===== config.mk =====
export PLATFORM = sky130hd
export DESIGN_NAME = load_store_unit
export DESIGN_NICKNAME = d
export VERILOG_FILES = /design/src/rtl/riscv_pkg.sv /design/src/rtl/lsu_align.sv /design/src/rtl/load_store_unit.sv
export SDC_FILE = /design/constraint.sdc
export NUM_CORES = 1
export LEC_CHECK = 0
export CORE_UTILIZATION = 50
export CTS_CLUSTER_DIAMETER = 30
export DETAILED_ROUTE_END_ITERATION = 12
export PLACE_DENSITY = 0.91
export REMOVE_ABC_BUFFERS = 1
export SYNTH_ARGS = -nofsm -noshare
export SYNTH_HDL_FRONTEND = slang
export SYNTH_SLANG_ARGS = --single-unit

===== constraint.sdc =====
create_clock -name clk -period 5.89 [get_ports clk]
set_input_delay 1.767 -clock clk [delete_from_list [all_inputs] [get_ports clk]]
set_output_delay 1.767 -clock clk [all_outputs]
set_load 0.1 [all_outputs]

===== src/rtl/riscv_pkg.sv =====
// Shared RV32I memory-access definitions.
// Used by the data memory and the load/store unit.
package riscv_pkg;

    localparam logic [6:0] OPC_LOAD  = 7'b0000011;
    localparam logic [6:0] OPC_STORE = 7'b0100011;

    localparam logic [2:0] F3_LB  = 3'b000;
    localparam logic [2:0] F3_LH  = 3'b001;
    localparam logic [2:0] F3_LW  = 3'b010;
    localparam logic [2:0] F3_LBU = 3'b100;
    localparam logic [2:0] F3_LHU = 3'b101;
    localparam logic [2:0] F3_SB  = 3'b000;
    localparam logic [2:0] F3_SH  = 3'b001;
    localparam logic [2:0] F3_SW  = 3'b010;

    typedef enum logic {
        MEM_LOAD  = 1'b0,
        MEM_STORE = 1'b1
    } memory_op_type;

    typedef enum logic [1:0] {
        LSU_IDLE,
        LSU_REQ,
        LSU_WAIT_RSP,
        LSU_DONE
    } lsu_state_t;

    function automatic logic lsu_fault(
        input logic       is_store,
        input logic [2:0] f3,
        input logic [1:0] off
    );
        logic legal;
        logic misaligned;
        if (is_store)
            legal = f3 inside {F3_SB, F3_SH, F3_SW};
        else
            legal = f3 inside {F3_LB, F3_LH, F3_LW, F3_LBU, F3_LHU};
        misaligned = (f3[1:0] == 2'b01 && off[0])
                  || (f3[1:0] == 2'b10 && off != 2'b00);
        return !legal || misaligned;
    endfunction

endpackage


===== src/rtl/lsu_align.sv =====
// Byte-lane alignment: store enables/replication
// and load byte/halfword extraction with extension.
module lsu_align
    import riscv_pkg::*;
(
    input  logic        is_store,
    input  logic [2:0]  fun3,
    input  logic [1:0]  offset,
    input  logic [31:0] wdata,
    input  logic [31:0] rdata,
    output logic [3:0]  be,
    output logic [31:0] wdata_lane,
    output logic [31:0] rdata_ext
);

    logic [31:0] byte_sh;
    logic [31:0] half_sh;

    assign byte_sh = rdata >> {offset, 3'b000};
    assign half_sh = rdata >> {offset[1], 4'b0000};

    always_comb begin
        be         = 4'b1111;
        wdata_lane = wdata;
        if (is_store) begin
            unique case (fun3[1:0])
                2'b00: begin
                    be         = 4'b0001 << offset;
                    wdata_lane = {4{wdata[7:0]}};
                end
                2'b01: begin
                    be         = 4'b0011 << offset;
                    wdata_lane = {2{wdata[15:0]}};
                end
                default: ;
            endcase
        end
    end

    always_comb begin
        rdata_ext = rdata;
        unique case (fun3)
            F3_LB:   rdata_ext = {{24{byte_sh[7]}}, byte_sh[7:0]};
            F3_LBU:  rdata_ext = {24'h0, byte_sh[7:0]};
            F3_LH:   rdata_ext = {{16{half_sh[15]}}, half_sh[15:0]};
            F3_LHU:  rdata_ext = {16'h0, half_sh[15:0]};
            default: rdata_ext = rdata;
        endcase
    end

endmodule


===== src/rtl/load_store_unit.sv =====
// RV32I load/store unit: one outstanding access,
// req/gnt then rvalid bus handshake, faults complete locally.
module load_store_unit
    import riscv_pkg::*;
(
    input  logic        clk,
    input  logic        reset_n,
    input  logic        lsu_valid_i,
    output logic        lsu_ready_o,
    input  logic        is_store_i,
    input  logic [2:0]  fun3_i,
    input  logic [31:0] base_i,
    input  logic [31:0] offset_i,
    input  logic [31:0] wdata_i,
    output logic        done_o,
    output logic [31:0] rdata_o,
    output logic        fault_o,
    output logic        mem_req_o,
    input  logic        mem_gnt_i,
    output logic        mem_we_o,
    output logic [31:0] mem_addr_o,
    output logic [3:0]  mem_be_o,
    output logic [31:0] mem_wdata_o,
    input  logic        mem_rvalid_i,
    input  logic [31:0] mem_rdata_i
);

    lsu_state_t    state;
    memory_op_type op_q;
    logic [2:0]    fun3_q;
    logic [31:0]   addr_q;
    logic [31:0]   wdata_q;
    logic [31:0]   addr_sum;
    logic          fault_now;
    logic          is_st;
    logic [3:0]    be_w;
    logic [31:0]   lane_w;
    logic [31:0]   ext_w;

    assign addr_sum  = base_i + offset_i;
    assign fault_now = lsu_fault(is_store_i, fun3_i, addr_sum[1:0]);
    assign is_st     = (op_q == MEM_STORE);

    lsu_align u_align (
        .is_store   (is_st),
        .fun3       (fun3_q),
        .offset     (addr_q[1:0]),
        .wdata      (wdata_q),
        .rdata      (mem_rdata_i),
        .be         (be_w),
        .wdata_lane (lane_w),
        .rdata_ext  (ext_w)
    );

    // Bus outputs are driven from registered state only while requesting
    assign mem_we_o    = mem_req_o & is_st;
    assign mem_addr_o  = mem_req_o ? {addr_q[31:2], 2'b00} : 32'h0;
    assign mem_be_o    = mem_req_o ? be_w : 4'h0;
    assign mem_wdata_o = mem_we_o ? lane_w : 32'h0;

    always_ff @(posedge clk or negedge reset_n) begin
        if (!reset_n) begin
            state       <= LSU_IDLE;
            lsu_ready_o <= 1'b1;
            mem_req_o   <= 1'b0;
            done_o      <= 1'b0;
            fault_o     <= 1'b0;
            rdata_o     <= 32'h0;
            op_q        <= MEM_LOAD;
            fun3_q      <= 3'b000;
            addr_q      <= 32'h0;
            wdata_q     <= 32'h0;
        end else begin
            done_o <= 1'b0;
            unique case (state)
                LSU_IDLE: begin
                    if (lsu_valid_i) begin
                        op_q        <= is_store_i ? MEM_STORE : MEM_LOAD;
                        fun3_q      <= fun3_i;
                        addr_q      <= addr_sum;
                        wdata_q     <= wdata_i;
                        lsu_ready_o <= 1'b0;
                        if (fault_now) begin
                            state   <= LSU_DONE;
                            done_o  <= 1'b1;
                            fault_o <= 1'b1;
                        end else begin
                            state     <= LSU_REQ;
                            mem_req_o <= 1'b1;
                        end
                    end
                end
                LSU_REQ: begin
                    if (mem_gnt_i) begin
                        mem_req_o <= 1'b0;
                        state     <= LSU_WAIT_RSP;
                    end
                end
                LSU_WAIT_RSP: begin
                    if (mem_rvalid_i) begin
                        state  <= LSU_DONE;
                        done_o <= 1'b1;
                        if (!is_st)
                            rdata_o <= ext_w;
                    end
                end
                LSU_DONE: begin
                    state       <= LSU_IDLE;
                    lsu_ready_o <= 1'b1;
                    fault_o     <= 1'b0;
                end
                default: state <= LSU_IDLE;
            endcase
        end
    end

endmodule


==> out/results.ini <==
[route]
drt_iter0_markers = 620
vias = 7398
postRouteWirelength_mm = 21.3
post-route-drc-count = 0
vias_per_cell = 5.83
routedWlPerCell_um = 16.8
postRouteAntennaNets = 0
dr.pass1.iters = 5

[clock_tree]
cts_root_buf = clkbuf_16
cts_resized = 0
clockBufferDepth = 2
cts_tree = built
htreeDepth = 3
cts_hold_buf = 0
postCtsSetupBuffers = 0
cts.sink_count = 106
clk_pin_slew_ns = 0.07
clock_latency_ns = 0.35
cts_buffers = 9

[synth]
synthCells = 887
synth_area_um2 = 7140
ys_ff_latch = 106
synth-edff-count = 0
synth_ff_type = dfrtp_1
synth.distinct_cells = 60
ys_seq_area_frac = 0.372
async_reset_ff_frac = 1.00
ys_warn_count = 0
synth.avg_cell_area_um2 = 8.05

[worst_hold_path]
hp-start = wdata_q[17]
hold_class = reg -> reg

[placed_design]
gp_congestion = 0.903
port_buffers = 239
hpwl_mm = 15.4

[status]
status = finished clean

[sta]
finalCriticalPeriod_ns = 4.81
drv_slew = 0
fin_tns_setup_ns = 0
setup_violations = 0
rsz0062_at_grt = no
max_freq_mhz = 208
tightestPinTransition_ns = 1.02
slew_headroom = 0.316
period_share = 0.817
skew_ns = 0.00897
finalHoldViolations = 0

[cells_and_area]
final_common_cell = nand2_1
nets = 1256
multiInputGateArea_um2 = 4190
n_antenna_cell = 0
post-route-util = 0.705
layout_common_cells = nand2_1, clkdlybuf4s50_1, dfrtp_1, a21oi_1, o21ai_0
fillCellCount = 1077
seq_area_um2 = 2660
syn2layout_area_growth_pct = 37.0
layout-drive-gt1-share = 0.0588

[power_and_ir_drop]
ir_drop_mv = 0.351
leakagePower_nw = 4.32
p_per_area_nw_per_um2 = 628

[global_routing]
grt_pass1_vias = 6939
grt_usage = 0.291
antenna_found_initial = 0
overflow = 0
grt_pass1_wl_mm = 33.7
grt_max_degree = 99

[die]
die_y_um = 121
ios = 242
die_x_um = 121
rows = 43
start_util = 0.514
dieArea_um2 = 14800
core_area_um2 = 13900

[critical_path]
crit_fanout = 15
timing.rr.start = addr_q[1]
crit_family = buffers and inverters
slowest_delay_ns = 1.16
end_kind = output port
crit_chain = inv_1 -> o21ai_0 -> a31oi_1 -> nor2b_1 -> clkdlybuf4s50_1
critPathKind = reg -> out
crit_required_ns = 4.12
cp_num_buf_inv = 2
critical_path.startpoint = addr_q[1]
arrival_ns = 3.04
crit_path_start_kind = flip-flop
critPathSlowestCell = clkdlybuf4s50_1

[flow_run]
cap_violations = 0

-- power by group --
| part | internal, W | switching (W) | total (W) |
|---|---|---|---|
| clock network | 0.000329 | 0.000274 | 0.000603 |
| logic | 0.00109 | 0.00309 | 0.00418 |
| registers | 0.00107 | 0.000287 | 0.00136 |
-- synth_stat cells, types with 4 or more instances --
cell type,number,area share
a31oi_1,6,0.0053
a221oi_1,9,0.011
a21o_1,7,0.0074
o21ai_1,7,0.0049
a22o_1,8,0.0098
mux4_2,8,0.025
o21bai_1,5,0.0053
nor2_1,63,0.033
a211oi_1,4,0.0042
xnor2_1,13,0.016
o31ai_1,6,0.0063
a21oi_1,72,0.050
and2_1,35,0.031
xor2_1,12,0.015
ha_1,35,0.061
nand2_1,224,0.12
nand3_1,9,0.0063
a21boi_0,6,0.0063
nor3_1,6,0.0042
nand4_1,14,0.012
inv_1,13,0.0068
clkbuf_1,38,0.020
o22a_1,7,0.0086
buf_2,13,0.0091
o21a_1,4,0.0042
o21ai_0,66,0.046
nor2b_1,6,0.0053
o22ai_1,11,0.0096
dfrtp_1,105,0.37
buf_1,6,0.0032
and3_1,9,0.0079
mux2i_1,19,0.027
-- worst paths after layout --
kind	end	slack, ns	depth (start not counted)
worst min register to register	wdata_q[17]	0.48	2
worst max register to register	rdata_o[28]	3.27	4
max in group asynchronous	lsu_ready_o	3.28	2
worst max-delay path	mem_be_o[2]	1.08	5
min in group asynchronous	addr_q[10]	1.54	1
worst min-delay path	wdata_q[17]	0.48	2
-- worst min-delay path: stages, from the launching register on --
cell	delay [ns]
dfrtp_1	0.34
nand2_1	0.05
nand2_1	0.06
-- kinds of logic (layout without fill, tap and decap cells) --
| kind of cell | Yosys count | in the layout | share of synthesized area |
|---|---|---|---|
| simple gates | 379 | 379 | 0.231 |
| compound gates | 239 | 239 | 0.207 |
| other cells | 1 | 2 | 0.000525 |
| flops | 106 | 106 | 0.372 |
| fa+ha+maj | 36 | 36 | 0.0641 |
| xor+xnor | 25 | 25 | 0.0307 |
| mux | 27 | 27 | 0.0519 |
| buf+inv | 74 | 274 | 0.0429 |
-- sequential cells by signal, indices dropped and copies added, names as in the netlist --
signal       cells
fun3_q           3
fault_o          1
mem_req_o        1
rdata_o         32
state            2
is_st            1
lsu_ready_o      1
wdata_q         32
addr_q          32
done_o           1
-- per-layer routing --
metal  vias to the layer above  routed length [µm]  global-route usage
met4                         0                 887               0.157
met5                         -                   0                   0
met2                       364               10300               0.492
met3                        67                1440              0.0343
met1                      3488                8680               0.363
li1                       3479                   -                   -
-- area by class of cell --
| type | instances | share of cell area |
|---|---|---|
| multi-input cells | 708 | 0.429 |
| repair buffers | 245 | 0.243 |
| clock buffers | 11 | 0.0238 |
| clock inverters | 5 | 0.00563 |
| flip-flops and latches | 106 | 0.271 |
| well taps | 180 | 0.0230 |
| inverters | 13 | 0.00499 |
-- through the flow --
| step | instances | instance area (µm²) | hold WS [ns] | power, W | worst slack (ns) |
|---|---|---|---|---|---|
| finish | 1268 | 9780 | 0.477 | 0.00615 | 1.08 |
| global placement | 1252 | 9490 | 0.457 | 0.00546 | 1.55 |
| detailed placement | 1252 | 9490 | 0.462 | 0.00554 | 1.53 |
| floorplan | 827 | 6890 | 0.441 | 0.00449 | 0.313 |
| global route | 1268 | 9780 | 0.495 | 0.00645 | 0.809 |
| CTS | 1268 | 9780 | 0.479 | 0.00615 | 1.08 |
Power figures use the tool's default switching activity.
